<file path="config.mk">
export PLATFORM = sky130hd
export DESIGN_NAME = vdp_vram_arbiter_flat
export DESIGN_NICKNAME = d
export VERILOG_FILES = /design/src/rtl/vdp_vram_arbiter_if.sv /design/src/rtl/vdp_vram_arbiter.sv /design/src/flat_wrapper.sv
export SDC_FILE = /design/constraint.sdc
export NUM_CORES = 1
export LEC_CHECK = 0
export ABC_AREA = 1
export BUFFER_PORTS_ARGS = -buffer_cell sky130_fd_sc_hd__clkbuf_2
export CAP_MARGIN = 10
export CORE_AREA = 2 2 69 104
export DETAILED_ROUTE_END_ITERATION = 10
export DIE_AREA = 0 0 71 106
export PLACE_DENSITY = 0.74
export SETUP_SLACK_MARGIN = 0.02
export SLEW_MARGIN = 5
export SYNTH_ARGS = -nofsm -noshare
export SYNTH_HDL_FRONTEND = slang
export SYNTH_SLANG_ARGS = --single-unit
</file>
<file path="constraint.sdc">
create_clock -name clk -period 1.18 [get_ports clk]
set_clock_uncertainty 0.1 [all_clocks]
set_input_delay 0.354 -clock clk [delete_from_list [all_inputs] [get_ports clk]]
set_output_delay 0.354 -clock clk [all_outputs]
set_load 0.1 [all_outputs]
</file>
<file path="src/rtl/vdp_vram_arbiter_if.sv">
// Request/acknowledge and VRAM-port signal bundle for the V9958 VRAM slot arbiter.
// The arbiter uses the slave view; requesters and the VRAM model use the master view.
interface vdp_vram_arbiter_if #(
  parameter int unsigned ADDR_W = 17,
  parameter int unsigned DATA_W = 8
);
  logic              disp_req;
  logic [ADDR_W-1:0] disp_address;
  logic              spr_req;
  logic [ADDR_W-1:0] spr_address;
  logic              cpu_req;
  logic              cpu_we;
  logic [ADDR_W-1:0] cpu_address;
  logic [DATA_W-1:0] cpu_wdata;
  logic              cmd_req;
  logic              cmd_we;
  logic [ADDR_W-1:0] cmd_address;
  logic [DATA_W-1:0] cmd_wdata;
  logic              disp_ack;
  logic              spr_ack;
  logic              cpu_ack;
  logic              cmd_ack;
  logic [DATA_W-1:0] rdata;
  logic              vram_valid;
  logic              vram_we;
  logic [ADDR_W-1:0] vram_address;
  logic [DATA_W-1:0] vram_wdata;
  logic [DATA_W-1:0] vram_rdata;

  modport slave (
    input  disp_req, disp_address, spr_req, spr_address,
    input  cpu_req, cpu_we, cpu_address, cpu_wdata,
    input  cmd_req, cmd_we, cmd_address, cmd_wdata, vram_rdata,
    output disp_ack, spr_ack, cpu_ack, cmd_ack, rdata,
    output vram_valid, vram_we, vram_address, vram_wdata
  );

  modport master (
    output disp_req, disp_address, spr_req, spr_address,
    output cpu_req, cpu_we, cpu_address, cpu_wdata,
    output cmd_req, cmd_we, cmd_address, cmd_wdata, vram_rdata,
    input  disp_ack, spr_ack, cpu_ack, cmd_ack, rdata,
    input  vram_valid, vram_we, vram_address, vram_wdata
  );
endinterface

</file>
<file path="src/rtl/vdp_vram_arbiter.sv">
// Time-slot scheduler sharing the single VRAM port between display fetch, sprite fetch,
// CPU port and command engine; one slot opens every fourth enabled cycle (dot_state=3).
module vdp_vram_arbiter #(
  parameter int unsigned ADDR_W = 17,
  parameter int unsigned DATA_W = 8
) (
  input  logic       clk,
  input  logic       reset_n,
  input  logic       enable,
  input  logic [1:0] dot_state,
  input  logic [2:0] eight_dot_state,
  input  logic       display_active,
  input  logic       sprite_active,
  vdp_vram_arbiter_if.slave bus
);

  typedef enum logic {StIdle, StAccess} state_e;
  typedef enum logic [1:0] {OwnDisp, OwnSpr, OwnCpu, OwnCmd} owner_e;

  state_e            state_q, state_d;
  owner_e            owner_q, owner_d;
  logic              done_q, done_d;
  logic              rr_cmd_q, rr_cmd_d;
  logic              valid_q, valid_d;
  logic              we_q, we_d;
  logic [ADDR_W-1:0] addr_q, addr_d;
  logic [DATA_W-1:0] wdata_q, wdata_d;
  logic [DATA_W-1:0] rdata_q, rdata_d;
  logic [3:0]        ack_q, ack_d;

  logic              slot_open, disp_slot, spr_slot;
  logic              sel_valid, contend, grant;
  owner_e            sel_owner;
  logic [ADDR_W-1:0] sel_address;
  logic              sel_we;
  logic [DATA_W-1:0] sel_wdata;

  assign slot_open = enable && (dot_state == 2'b11);
  assign disp_slot = display_active && (eight_dot_state <= 3'd5);
  assign spr_slot  = sprite_active && (eight_dot_state == 3'd6);

  // Reserved slots fall through to the CPU/command round robin when unused.
  always_comb begin
    sel_valid = 1'b0;
    sel_owner = OwnCpu;
    contend   = 1'b0;
    if (disp_slot && bus.disp_req) begin
      sel_valid = 1'b1;
      sel_owner = OwnDisp;
    end else if (spr_slot && bus.spr_req) begin
      sel_valid = 1'b1;
      sel_owner = OwnSpr;
    end else if (bus.cpu_req && bus.cmd_req) begin
      sel_valid = 1'b1;
      contend   = 1'b1;
      sel_owner = rr_cmd_q ? OwnCmd : OwnCpu;
    end else if (bus.cpu_req) begin
      sel_valid = 1'b1;
      sel_owner = OwnCpu;
    end else if (bus.cmd_req) begin
      sel_valid = 1'b1;
      sel_owner = OwnCmd;
    end
  end

  always_comb begin
    sel_address = '0;
    sel_we      = 1'b0;
    sel_wdata   = '0;
    unique case (sel_owner)
      OwnDisp: sel_address = bus.disp_address;
      OwnSpr:  sel_address = bus.spr_address;
      OwnCpu: begin
        sel_address = bus.cpu_address;
        sel_we      = bus.cpu_we;
        sel_wdata   = bus.cpu_wdata;
      end
      OwnCmd: begin
        sel_address = bus.cmd_address;
        sel_we      = bus.cmd_we;
        sel_wdata   = bus.cmd_wdata;
      end
    endcase
  end

  always_comb begin
    state_d  = state_q;
    owner_d  = owner_q;
    done_d   = done_q;
    rr_cmd_d = rr_cmd_q;
    valid_d  = valid_q;
    we_d     = we_q;
    addr_d   = addr_q;
    wdata_d  = wdata_q;
    rdata_d  = rdata_q;
    ack_d    = '0;
    grant    = 1'b0;
    unique case (state_q)
      StIdle: grant = slot_open && sel_valid;
      StAccess: begin
        if (!done_q) begin
          // Without a dot_state=2 phase the access simply stays open.
          if (enable && (dot_state == 2'b10)) begin
            done_d         = 1'b1;
            ack_d[owner_q] = 1'b1;
            if (!we_q) begin
              rdata_d = bus.vram_rdata;
            end
          end
        end else if (slot_open) begin
          state_d = StIdle;
          done_d  = 1'b0;
          valid_d = 1'b0;
          we_d    = 1'b0;
          grant   = sel_valid;
        end
      end
    endcase
    if (grant) begin
      state_d = StAccess;
      done_d  = 1'b0;
      owner_d = sel_owner;
      addr_d  = sel_address;
      we_d    = sel_we;
      wdata_d = sel_wdata;
      valid_d = 1'b1;
      if (contend) begin
        rr_cmd_d = ~rr_cmd_q;
      end
    end
  end

  // ack_q reloads every clk so a pulse never outlasts one clock while enable is low.
  always_ff @(posedge clk or negedge reset_n) begin
    if (!reset_n) begin
      state_q  <= StIdle;
      owner_q  <= OwnCpu;
      done_q   <= 1'b0;
      rr_cmd_q <= 1'b0;
      valid_q  <= 1'b0;
      we_q     <= 1'b0;
      addr_q   <= '0;
      wdata_q  <= '0;
      rdata_q  <= '0;
      ack_q    <= '0;
    end else begin
      state_q  <= state_d;
      owner_q  <= owner_d;
      done_q   <= done_d;
      rr_cmd_q <= rr_cmd_d;
      valid_q  <= valid_d;
      we_q     <= we_d;
      addr_q   <= addr_d;
      wdata_q  <= wdata_d;
      rdata_q  <= rdata_d;
      ack_q    <= ack_d;
    end
  end

  assign bus.disp_ack     = ack_q[OwnDisp];
  assign bus.spr_ack      = ack_q[OwnSpr];
  assign bus.cpu_ack      = ack_q[OwnCpu];
  assign bus.cmd_ack      = ack_q[OwnCmd];
  assign bus.rdata        = rdata_q;
  assign bus.vram_valid   = valid_q;
  assign bus.vram_we      = we_q;
  assign bus.vram_address = addr_q;
  assign bus.vram_wdata   = wdata_q;

endmodule

</file>
<file path="src/flat_wrapper.sv">
// flat-port wrapper written by rule: the top's interface ports become plain ports
module vdp_vram_arbiter_flat 
#(
  parameter int unsigned ADDR_W = 17,
  parameter int unsigned DATA_W = 8
)
  (clk, reset_n, enable, dot_state, eight_dot_state, display_active, sprite_active, bus_disp_req, bus_disp_address, bus_spr_req, bus_spr_address, bus_cpu_req, bus_cpu_we, bus_cpu_address, bus_cpu_wdata, bus_cmd_req, bus_cmd_we, bus_cmd_address, bus_cmd_wdata, bus_vram_rdata, bus_disp_ack, bus_spr_ack, bus_cpu_ack, bus_cmd_ack, bus_rdata, bus_vram_valid, bus_vram_we, bus_vram_address, bus_vram_wdata);
  vdp_vram_arbiter_if #(.ADDR_W(ADDR_W), .DATA_W(DATA_W)) bus_i ();
  input  logic clk;
  input  logic reset_n;
  input  logic enable;
  input  logic [1:0] dot_state;
  input  logic [2:0] eight_dot_state;
  input  logic display_active;
  input  logic sprite_active;
  input wire logic [$bits(bus_i.disp_req)-1:0] bus_disp_req;
  input wire logic [$bits(bus_i.disp_address)-1:0] bus_disp_address;
  input wire logic [$bits(bus_i.spr_req)-1:0] bus_spr_req;
  input wire logic [$bits(bus_i.spr_address)-1:0] bus_spr_address;
  input wire logic [$bits(bus_i.cpu_req)-1:0] bus_cpu_req;
  input wire logic [$bits(bus_i.cpu_we)-1:0] bus_cpu_we;
  input wire logic [$bits(bus_i.cpu_address)-1:0] bus_cpu_address;
  input wire logic [$bits(bus_i.cpu_wdata)-1:0] bus_cpu_wdata;
  input wire logic [$bits(bus_i.cmd_req)-1:0] bus_cmd_req;
  input wire logic [$bits(bus_i.cmd_we)-1:0] bus_cmd_we;
  input wire logic [$bits(bus_i.cmd_address)-1:0] bus_cmd_address;
  input wire logic [$bits(bus_i.cmd_wdata)-1:0] bus_cmd_wdata;
  input wire logic [$bits(bus_i.vram_rdata)-1:0] bus_vram_rdata;
  output wire logic [$bits(bus_i.disp_ack)-1:0] bus_disp_ack;
  output wire logic [$bits(bus_i.spr_ack)-1:0] bus_spr_ack;
  output wire logic [$bits(bus_i.cpu_ack)-1:0] bus_cpu_ack;
  output wire logic [$bits(bus_i.cmd_ack)-1:0] bus_cmd_ack;
  output wire logic [$bits(bus_i.rdata)-1:0] bus_rdata;
  output wire logic [$bits(bus_i.vram_valid)-1:0] bus_vram_valid;
  output wire logic [$bits(bus_i.vram_we)-1:0] bus_vram_we;
  output wire logic [$bits(bus_i.vram_address)-1:0] bus_vram_address;
  output wire logic [$bits(bus_i.vram_wdata)-1:0] bus_vram_wdata;
  assign bus_i.disp_req = bus_disp_req;
  assign bus_i.disp_address = bus_disp_address;
  assign bus_i.spr_req = bus_spr_req;
  assign bus_i.spr_address = bus_spr_address;
  assign bus_i.cpu_req = bus_cpu_req;
  assign bus_i.cpu_we = bus_cpu_we;
  assign bus_i.cpu_address = bus_cpu_address;
  assign bus_i.cpu_wdata = bus_cpu_wdata;
  assign bus_i.cmd_req = bus_cmd_req;
  assign bus_i.cmd_we = bus_cmd_we;
  assign bus_i.cmd_address = bus_cmd_address;
  assign bus_i.cmd_wdata = bus_cmd_wdata;
  assign bus_i.vram_rdata = bus_vram_rdata;
  assign bus_disp_ack = bus_i.disp_ack;
  assign bus_spr_ack = bus_i.spr_ack;
  assign bus_cpu_ack = bus_i.cpu_ack;
  assign bus_cmd_ack = bus_i.cmd_ack;
  assign bus_rdata = bus_i.rdata;
  assign bus_vram_valid = bus_i.vram_valid;
  assign bus_vram_we = bus_i.vram_we;
  assign bus_vram_address = bus_i.vram_address;
  assign bus_vram_wdata = bus_i.vram_wdata;
  vdp_vram_arbiter #(.ADDR_W(ADDR_W), .DATA_W(DATA_W)) u_core (.clk(clk), .reset_n(reset_n), .enable(enable), .dot_state(dot_state), .eight_dot_state(eight_dot_state), .display_active(display_active), .sprite_active(sprite_active), .bus(bus_i));
endmodule
</file>
Word-level counts from Yosys, hierarchy flattened

Cells that the tools add are included.

Order comparisons: 3
Equality and inequality tests: 6
Muxes and demuxes: 38
Bitwise logic cells: 4
Reductions and logical operators: 16

Operators by type and width:

| kind                                                                   | count |
|---|---|
| 17-bit one-hot mux with 4 select lines                                 | 1 |
| 1-bit two-way mux                                                      | 26 |
| 8-bit one-hot mux with 2 select lines                                  | 1 |
| 4-bit two-way mux                                                      | 3 |
| 1-bit logical AND                                                      | 9 |
| 2-bit equality test (second input constant)                            | 4 |
| 2-bit two-way mux                                                      | 4 |
| 2-bit nonzero test                                                     | 3 |
| 1-bit NOT                                                              | 4 |
| 1-bit one-hot mux with 2 select lines                                  | 2 |
| 4-bit AND reduction                                                    | 1 |
| 3-bit equality test (second input constant)                            | 1 |
| 3-bit <= comparator (second input constant)                            | 1 |
| 2-bit by 3-bit < comparator with 1-bit output (second input constant)  | 1 |
| 3-bit AND reduction                                                    | 1 |
| 1-bit demux with 2-bit select                                          | 1 |
| 2-bit by 1-bit equality test with 1-bit output (second input constant) | 1 |
| 2-bit by 1-bit >= comparator with 1-bit output (second input constant) | 1 |
| 2-bit logical NOT                                                      | 1 |
| 2-bit AND reduction                                                    | 1 |

Register bits: 44
Output and inout port bits: 39
Word-level logic and storage cells: 77

Logic depth before layout (Yosys ltp)

Gate-level depths: netlist of run 1.

Word-level depth: 10
Mapped depth: 10
Depth with buffers taken out: 9

Worst setup path after synthesis of run 1

No wires, ideal clock.

Kind: register to register
Start: register u_core.we_q, in the netlist u_core.bus.vram_we
End: register u_core.rdata_q[0], in the netlist u_core.bus.rdata[0]
Library setup time: 0.122 ns
Arrival time: 1.460 ns
Path slack: -0.502 ns
Cell stages (with the launch flop): 5
Buffers on the path: 0
Clock period less this slack: 1.682 ns
Cell sequence: dfrtp_1 > nor2_2 > nand2_1 > nand2_1 > nand2_1

Cells in the longest elaborated chain, start to end: 2

RTL lines:

| element                       | RTL line                | RTL |
|---|---|---|
| from (decl)                   | vdp_vram_arbiter.sv:25  | `logic we_q, we_d;` |
| from (signal assigned)        | vdp_vram_arbiter.sv:152 | `we_q <= we_d;` |
| 1-bit NOT (no line)           | -                       |  |
| 4-bit AND reduction (no line) | -                       |  |
| to (signal assigned)          | vdp_vram_arbiter.sv:155 | `rdata_q <= rdata_d;` |
| to (decl)                     | vdp_vram_arbiter.sv:28  | `logic [DATA_W-1:0] rdata_q, rdata_d;` |

No other way between the ends.
A chain may end at the register's enable or synchronous reset.

Worst setup path in the final report of run 1

Start: register u_core.state_q
End: register u_core.addr_q[4], in the netlist u_core.bus.vram_address[4]

Cells in the longest elaborated chain, start to end: 2

RTL lines:

| element                                 | RTL line                | RTL |
|---|---|---|
| from (decl)                             | vdp_vram_arbiter.sv:20  | `state_e state_q, state_d;` |
| from (signal assigned)                  | vdp_vram_arbiter.sv:136 | `state_q <= StIdle;` |
| from (signal assigned)                  | vdp_vram_arbiter.sv:147 | `state_q <= state_d;` |
| 1-bit NOT                               | vdp_vram_arbiter.sv:98  | `unique case (state_q)` |
| 1-bit one-hot mux with 2 select lines * | vdp_vram_arbiter.sv:98  |  |
| to (signal assigned)                    | vdp_vram_arbiter.sv:153 | `addr_q <= addr_d;` |
| to (decl)                               | vdp_vram_arbiter.sv:26  | `logic [ADDR_W-1:0] addr_q, addr_d;` |

Mark *: on every way between the ends. The rest lies on a longest branch, timed or not.

==> results of run 1 <==
routing by layer:
layer,vias up,wire [um],global-route usage (%)
li1,1613,-,-
met1,1679,3830,28.4
met2,207,6120,50.4
met3,40,641,3.41
met4,0,412,15.0
met5,-,0,0
metrics by stage:
step / TNS, ns / util [%] / cells
2_1_floorplan: -5.61 / - / 365
3_3_place_gp: -12.00 / 64.0 / 593
3_5_place_dp: -14.12 / 64.0 / 593
4_1_cts: -12.61 / 74.0 / 633
5_1_grt: -18.26 / 76.9 / 640
6_report: -15.86 / 76.9 / 640
cell type report:
class	count	area [um^2]	share of cell area, %
inverter	9	50.0	0.969
clock buffer	6	72.6	1.41
multi-input combinational	296	1760	34.2
clock inverter	2	35.0	0.678
sequential	44	1150	22.4
timing repair inverter	1	11.3	0.218
tap	78	97.6	1.89
timing repair buffer	204	1980	38.3
report_power, final:
part | leakage [nW] | total [mW] | switching [mW] | internal, mW
clock | 0.0552 | 1.15 | 0.521 | 0.629
sequential | 0.504 | 3.04 | 0.759 | 2.28
combinational | 2.08 | 9.93 | 6.15 | 3.78
total | 2.64 | 14.1 | 7.43 | 6.69
flip-flops by register name, indices dropped and copies added (netlist names):
register                 count
u_core.owner_q               2
u_core.state_q               1
u_core.done_q                1
u_core.rr_cmd_q              1
u_core.bus.vram_address     17
u_core.bus.rdata             8
u_core.bus.vram_valid        1
u_core.bus.vram_we           1
u_core.bus.vram_wdata        8
u_core.ack_q                 4
placed cells by master (no fill, tap or decap), types with 2 or more instances in the layout:
master	Yosys	routed
clkbuf_2	0	107
nor2_2	1	10
nand4_1	35	35
nor4_2	0	2
nor4_4	0	2
o21ai_2	0	4
nand2_4	1	10
clkbuf_8	0	5
nand2_2	3	21
nor2_4	3	16
nand3b_1	17	17
buf_12	0	49
buf_8	0	2
nand2_8	0	2
dfrtp_1	43	3
inv_1	6	2
inv_2	2	5
nor2_1	39	20
nand3_4	1	4
buf_4	1	34
nand2_1	152	123
nand3_1	26	26
buf_6	7	8
dfrtp_2	0	39
clkbuf_16	0	2
critical path, stage by stage, from the launching register on:
cell and delay, ns:
dfrtp_1 0.43, inv_2 0.10, nor2_4 0.04, inv_2 0.10
nand3_4 0.19, clkbuf_16 0.23, nor2_1 0.12, nand2_1 0.09
nand2_1 0.06
cell usage after synthesis (3+ instances only):
cell / count / share of area (%)
buf_2: 9 / 1.7
buf_6: 7 / 3.0
dfrtp_1: 43 / 40
inv_1: 6 / 0.85
nand2_1: 152 / 21
nand2_2: 3 / 0.71
nand3_1: 26 / 4.9
nand3b_1: 17 / 4.8
nand4_1: 35 / 8.2
nor2_1: 39 / 5.5
nor2_4: 3 / 1.3
nor4_1: 4 / 0.94
o21ai_0: 3 / 0.56
cells by family (layout without fill, tap and decap cells):
family / after synthesis / in the layout / synth area share [%]
flops: 44 / 44 / 41.4
compound gates: 8 / 8 / 2.12
buf+inv: 29 / 222 / 6.63
simple gates: 284 / 288 / 49.8
how the worst max path moves through the flow:
stage / endpoint / slack [ns] / cells past startpoint / start
final: u_core.bus.vram_address[4] / -0.33 / 8 / u_core.state_q
after global routing: u_core.bus.vram_address[1] / -0.37 / 9 / u_core.state_q
after CTS: bus_vram_we / -0.25 / 1 / u_core.bus.vram_we
after detailed placement: u_core.bus.vram_wdata[5] / -0.43 / 11 / eight_dot_state[2]
after global placement: u_core.bus.vram_wdata[5] / -0.36 / 11 / eight_dot_state[2]
after floorplan: u_core.bus.vram_address[5] / -0.18 / 9 / eight_dot_state[2]
what timing repair did:
action	4_1_cts	5_1_grt
gates resized for setup	61	58
hold buffers	1	0
endpoints found under the setup margin	79	83
endpoints found under the hold margin	43	0
setup buffers	23	10
pin swaps	23	29
gates cloned	9	2
==> results.yml, run 1 <==
outcome:
  status: "finished, violations left"
  failed_checks: "negative setup slack"
sta:
  period_share_pct: 128
  tightest_slew_ns: 0.307
  hold_viol_final: 0
  setup_viol: 82
  holdWs_ns: 0.181
  period_minus_slack_ns: 1.51
  rsz0062_at_grt: "true"
  slew_viol_final: 0
  max_freq_mhz: 661
  fin_ws_ns: -0.334
  relSlewSlack_pct: 79.5
logic_synthesis:
  syn_nets: 473
  yosysUniqueCellTypes: 27
  syn_area_um2: 2660
  synth_edf_count: 0
  ys_warn_count: 0
  ys_ff_latch: 44
  yosysSeqAreaShare_pct: 41.4
  syn_inst: 365
  synth_flop_cell: "dfrtp_1"
  synthArstFlopShare_pct: 100
  avgSynthCellArea_um2: 7.29
hold_path:
  hold_start: "bus_vram_rdata[3]"
  hold_end: "u_core.bus.rdata[3]"
  min_path_cells: 3
  holdCritPathClass: "input pin to flop"
critical_path:
  path_max_fanout: 6
  crit_type: "flop to flop"
  rr_startpoint: "u_core.state_q"
  endpoint_kind: "flop"
  cp.arrival_ns: 1.66
  cp_data_required_time_ns: 1.33
  reg2reg_depth: 8
  cp-start-kind: "flop"
  rrSetupSlack_ns: -0.33
  rr_endpoint: "u_core.bus.vram_address[4]"
final_layout:
  drive_gt1_share_pct: 59.3
  area_growth_pct: 94.1
  layout.nets: 669
  num-fill-cells: 398
  n_antenna_cell: 0
  fin_area_um2: 5160
power_and_ir_drop:
  totalPowerFinal_mw: 14.1
  irDropWorstVdd_uv: 1180
  leakagePower_nw: 2.64
  pwr_density_cell_nw_per_um2: 2730
detailed_routing:
  wl_um: 11000
  routed-via-count: 3539
  drtAntennaViolNets: 0
  wl_per_cell_um: 17.2
  route.detailed.drc: 0
  drtIter0Drc: 220
  dr.pass1.iters: 5
  routed_via_density: 5.53
floorplanning:
  initial_utilization_pct: 39.6
  design.die.area_um2: 7530
  core_area_um2: 6710
  die_height_um: 106
  fp-row-count: 37
  pin_count: 147
  die_x_um: 71
clock_tree:
  clk_pin_slew_ns: 0.09
  cts_buffers: 5
  cts.sinks: 44
  insertion_delay_ns: 0.30
  cts_tree: "built"
  root_buffer: "clkbuf_8"
  clock_path_buffers: 2
  h-tree-depth: 2
placed_design:
  placed_area_um2: 4290
  dpl.hpwl_um: 6090
  port_buffers: 146
  gp_congestion: 0.814
  place_ws_ns: -0.430
run:
  max-cap-violations: 0
grt:
  grt_pass1_vias: 3486
  grt_max_degree: 45
  globalRouteOverflowTotal: 0
  grt_use_total_pct: 27.0
  antenna_found_initial: 0
  grt_pass1_wl_um: 16300
(Power assumes the default switching activity.)
==> run 2: changes to the inputs <==
Settings changed: MAX_ROUTING_LAYER set to met4, REMOVE_ABC_BUFFERS set to 1, SETUP_SLACK_MARGIN 0.02 to 0.2.
==> run 2 against run 1 <==
The flow still finishes with violations (negative setup slack). Hold slack gained 0.0081 ns. Flip-flop and latch count did not move. Largest cell class unchanged. Critical path depth down 1. Worst setup slack improved by 0.14 ns. Largest power group unchanged. Power shrank 4.7%. Sequential share of layout area down 0.56 points. Via count is 5.1% lower. Routed wire length fell by 7.3%. Count of clock-buffer cells in the layout down 1. Sequential power is 5% lower. Cell count shrank 0.31%. Core utilization is 1.4 points lower.
==> results.yml, run 2 (same netlist as run 1, synthesis figures left out) <==
grt:
  grt_use_total_pct: 25.5
  globalRouteOverflowTotal: 0
  antenna_found_initial: 0
  grt_max_degree: 64
  grt_pass1_wl_um: 15000
  grt_pass1_vias: 3247
final_layout:
  fin_area_um2: 5070
  drive_gt1_share_pct: 51.2
  n_antenna_cell: 0
  most-common-layout-cells: "nand2_1, clkbuf_2, buf_12, dfrtp_1, nand4_1"
  final_common_cell: "nand2_1"
  post-route-util_pct: 75.5
  largest_register_ffs: 17
  layout.nets: 667
  area_growth_pct: 90.5
floorplanning:
  design.die.area_um2: 7530
  fp-row-count: 37
  pin_count: 147
  die_x_um: 71
  core_area_um2: 6710
  initial_utilization_pct: 39.6
  die_height_um: 106
critical_path:
  endpoint_kind: "flop"
  cp.arrival_ns: 1.46
  path_max_fanout: 5
  crit_type: "flop to flop"
  cp_data_required_time_ns: 1.27
  cp-start-kind: "flop"
clock_tree:
  h-tree-depth: 2
  clk_pin_slew_ns: 0.09
  cts_buffers: 5
  cts.sinks: 44
  cts_tree: "built"
  clock_path_buffers: 2
  root_buffer: "clkbuf_8"
  insertion_delay_ns: 0.29
detailed_routing:
  dr.pass1.iters: 5
  drtIter0Drc: 131
  route.detailed.drc: 0
  routed_via_density: 5.26
  drtAntennaViolNets: 0
  wl_per_cell_um: 16.0
  wl_um: 10200
  routed-via-count: 3359
sta:
  period_minus_slack_ns: 1.37
  slew_viol_final: 0
  setup_viol: 79
  period_share_pct: 116
  fin_setup_tns_ns: -11.14
  fin_ws_ns: -0.190
  max_freq_mhz: 730
  relSlewSlack_pct: 82.7
  tightest_slew_ns: 0.258
  hold_viol_final: 0
  rsz0062_at_grt: "true"
power_and_ir_drop:
  pwr_density_cell_nw_per_um2: 2650
  totalPowerFinal_mw: 13.5
  irDropWorstVdd_uv: 2190
  leakagePower_nw: 2.67
placed_design:
  placed_area_um2: 4270
  dpl.hpwl_um: 6310
  port_buffers: 146
  gp_congestion: 0.869
  place_ws_ns: -0.398
run:
  max-cap-violations: 0
hold_path:
  holdCritPathClass: "input pin to flop"
outcome:
  failed_checks: "negative setup slack"
  status: "finished, violations left"
run 2: changes by cell type in the layout (fill, tap and decap cells not counted), moves of 6 or more:
cell,change
buf_4,-10
nor2_1,+6
nand3_1,-8
dfrtp_1,+38
buf_6,+7
nand3_2,+10
dfrtp_2,-37
nand2_1,+6
nor2_4,-6
run 2: final cells by class:
type                            count  area (um^2)
Timing Repair Buffer              203         2010
Multi-Input combinational cell    295         1700
Fill cell                         479         1640
Sequential cell                    44         1100
Tap cell                           78         97.6
Clock buffer                        5         68.8
Inverter                            9         61.3
Clock inverter                      3         18.8
Timing Repair inverter              1         11.3
run 2: power breakdown:
| group | leakage, nW | total (mW) | internal [mW] | switching [mW] |
|---|---|---|---|---|
| logic | 2.07 | 9.63 | 3.62 | 6.01 |
| registers | 0.554 | 2.89 | 2.16 | 0.733 |
| clock network | 0.0479 | 0.934 | 0.413 | 0.521 |
| total | 2.67 | 13.5 | 6.19 | 7.26 |
run 2: per-stage QoR:
stage,cells,hold slack [ns]
global route,638,0.183
global placement,600,0.255
CTS,626,0.175
finish,638,0.189
floorplan,345,-0.0416
detailed placement,600,0.265
run 2: repair_timing:
item                                    in CTS  in global routing
gates resized for setup                     72                 38
buffers inserted                            12                  7
cloned                                       5                  5
pin swaps                                   58                 35
hold endpoints to repair                    43                  0
endpoints found under the setup margin      83                 84
hold buffers                                 1                  0
run 2: layer usage:
metal | vias to the layer above | track usage, % | wire [um]
li1 | 1601 | - | -
met1 | 1577 | 30.0 | 3760
met2 | 162 | 46.3 | 5740
met3 | 19 | 2.56 | 528
met4 | 0 | 6.20 | 175
met5 | - | - | 0
run 2: critical path, stage by stage (launching register included):
cell and delay (ns):
dfrtp_1 0.44, nor2_4 0.15, inv_4 0.07, nand3_4 0.15, buf_12 0.16, clkinv_8 0.07
nand2_1 0.07, nand2_1 0.05
run 2: final timing paths:
path                                   start                        to  slack [ns]  cells after the start
hold reg to reg            u_core.owner_q[0]           u_core.ack_q[2]        0.44                      1
max in group asynchronous            reset_n         u_core.owner_q[1]        0.24                      3
hold / removal             bus_vram_rdata[7]       u_core.bus.rdata[7]        0.19                      3
min in group asynchronous            reset_n         u_core.owner_q[0]        0.52                      3
setup reg to reg               u_core.done_q  u_core.bus.vram_wdata[3]       -0.19                      7
setup / recovery               u_core.done_q  u_core.bus.vram_wdata[3]       -0.19                      7
==> run 3: changes to the inputs <==
Settings changed: CORE_AREA 2 2 69 104 to 4 4 71 106, DIE_AREA 0 0 71 106 to 0 0 75 110, SLEW_MARGIN 5 to 10, TNS_END_PERCENT set to 10.
==> run 3 against run 2 <==
The run still ends with negative setup slack left. Largest cell class unchanged. First-iteration DRC count is 1.5% higher. Worst setup slack worse by 0.024 ns. Critical path depth is 6 lower. Non-clock buffer count is 21 lower. Hold slack better by 0.0050 ns. Register-to-register slack hardly changed. Maximum frequency is 1.7% lower.
==> results.yml, run 3 (same netlist as run 1, synthesis figures left out) <==
power_and_ir_drop:
  pwr_density_cell_nw_per_um2: 2760
  p_switching_mw: 6.72
  irDropWorstVdd_uv: 1710
  swShare_pct: 54.2
  power_frac_seq_pct: 23.1
  p_comb_share_pct: 69.1
  leakagePower_nw: 2.47
  p_int_mw: 5.69
  p_clk_share_pct: 7.8
critical_path:
  crit_path_max_incr_delay_ns: 0.44
  endpoint_kind: "output pin"
  reg2reg_depth: 8
  crit_chain: "buf_12"
  slowest_stage: "dfrtp_1"
  cp_num_buf_inv: 1
  path_max_fanout: 2
  cp-start-kind: "flop"
  crit_type: "flop to output pin"
  rrSetupSlack_ns: -0.20
  rr_endpoint: "u_core.bus.vram_address[5]"
  cp_top_family: "flip-flops"
  cp.arrival_ns: 0.94
  rr_startpoint: "u_core.rr_cmd_q"
  cp_data_required_time_ns: 0.73
sta:
  fin_ws_ns: -0.214
  slew_viol_final: 0
  rsz0062_at_grt: "true"
  setup_viol: 76
  period_minus_slack_ns: 1.39
  tightest_slew_ns: 0.322
  max_freq_mhz: 717
  hold_viol_final: 0
  period_share_pct: 118
  relSlewSlack_pct: 78.5
final_layout:
  fin_area_um2: 4490
  drive_gt1_share_pct: 39.9
  num-fill-cells: 530
  most-common-layout-cells: "nand2_1, clkbuf_2, buf_12, dfrtp_1, nor2_1"
  area_growth_pct: 68.9
  fin_cells: 612
  largest_register_ffs: 17
  final_common_cell: "nand2_1"
  layout.nets: 643
  n_antenna_cell: 0
detailed_routing:
  routed-via-count: 3104
  drtIter0Drc: 133
  wl_um: 8830
  dr.pass1.iters: 4
  wl_per_cell_um: 14.4
  routed_via_density: 5.07
  drtAntennaViolNets: 0
  route.detailed.drc: 0
hold_path:
  min_path_cells: 3
  hold_start: "bus_vram_rdata[7]"
  holdCritPathClass: "input pin to flop"
  hold_end: "u_core.bus.rdata[7]"
floorplanning:
  core_area_um2: 6530
  fp-row-count: 36
  die_height_um: 110
  die_x_um: 75
  design.die.area_um2: 8250
  initial_utilization_pct: 40.7
  pin_count: 147
clock_tree:
  insertion_delay_ns: 0.29
  clock_path_buffers: 2
  root_buffer: "clkbuf_8"
  cts.sinks: 44
  cts_buffers: 5
  clk_pin_slew_ns: 0.08
  h-tree-depth: 2
  cts_tree: "built"
grt:
  grt_max_degree: 36
  grt_use_total_pct: 21.2
  antenna_found_initial: 0
  gr-usage-met1_pct: 23.5
  globalRouteOverflowTotal: 0
  grt_pass1_wl_um: 13200
  met3_usage_pct: 2.81
  grt_pass1_vias: 2923
  met2_usage_pct: 38.3
  grt_busiest_layer: "met2"
placed_design:
  dp_cells: 595
  port_buffers: 146
  place_ws_ns: -0.403
  gp_congestion: 0.871
  placed_area_um2: 4220
  dpl.hpwl_um: 6790
outcome:
  status: "finished, violations left"
  failed_checks: "negative setup slack"
run:
  max-cap-violations: 0
-- run 3: changes by cell type in the layout (fill, tap and decap cells not counted), sizes merged --
| cell | change |
|---|---|
| dlymetal6s4s | +1 |
| dlygate4sd3 | +1 |
| clkinv | -2 |
| nor2 | -1 |
| nand3 | -1 |
| buf | -23 |
| clkbuf | +1 |
-- run 3: metal layers --
layer  up-vias  share of wire (%)
met4         0                1.7
li1       1544                  -
met5         -                  0
met1      1407                 38
met2       139                 52
met3        14                8.2
-- run 3: how the worst max path moves through the flow --
| stage | slack, ns | to | cells after the start | start |
|---|---|---|---|---|
| detailed placement | -0.40 | u_core.bus.vram_address[5] | 10 | eight_dot_state[2] |
| finish | -0.21 | bus_vram_address[9] | 1 | u_core.bus.vram_address[9] |
| global placement | -0.34 | u_core.bus.vram_address[1] | 10 | eight_dot_state[2] |
| global route | -0.25 | u_core.bus.vram_address[5] | 8 | u_core.rr_cmd_q |
| floorplan | -1.23 | u_core.bus.vram_we | 7 | eight_dot_state[2] |
| CTS | -0.22 | bus_vram_address[9] | 1 | u_core.bus.vram_address[9] |
-- run 3: layout make-up --
cell class              count  area (um^2)  area share, %
clock buffers               6         82.6           1.84
multi-input cells         293         1440           32.0
flip-flops and latches     44         1100           24.6
inverters                   9         36.3          0.807
repair buffers            182         1730           38.5
well taps                  76         95.1           2.12
clock inverters             2         10.0          0.223
-- run 3: worst reg2reg max path, stage by stage, from the launching register on --
cell and delay, ns:
dfrtp_1 0.36, inv_2 0.07, a21boi_4 0.17, buf_12 0.16
buf_12 0.12, nand4_1 0.10, nand3b_1 0.12, nand2_1 0.06
nand2_1 0.06
-- run 3: power by group through the flow --
stage / combinational, mW / clock (mW) / sequential (mW)
after floorplan: 1.07 / 0 / 6.57
after global placement: 8.23 / 0 / 2.84
after detailed placement: 8.33 / 0 / 2.88
after CTS: 8.41 / 0.999 / 2.86
after global routing: 8.92 / 1.06 / 2.96
final: 8.58 / 0.968 / 2.87
-- run 3: repair_timing --
item | 4_1_cts | 5_1_grt
cloned | 0 | 3
pin swaps | 6 | 24
setup buffers | 1 | 2
setup endpoints to repair | 83 | 114
endpoints found under the hold margin | 5 | 0
hold buffers | 3 | 0
gates resized for setup | 8 | 14
-- run 3: through the flow --
| step | hold slack (ns) | utilization, % | TNS [ns] | total power [mW] |
|---|---|---|---|---|
| 6_report | 0.194 | 68.8 | -10.28 | 12.4 |
| 5_1_grt | 0.193 | 68.8 | -14.46 | 12.9 |
| 4_1_cts | 0.186 | 66.8 | -9.79 | 12.3 |
| 3_5_place_dp | 0.132 | 64.5 | -11.88 | 11.2 |
| 3_3_place_gp | 0.131 | 64.5 | -10.78 | 11.1 |
| 2_1_floorplan | -0.0416 | - | -48.12 | 7.64 |
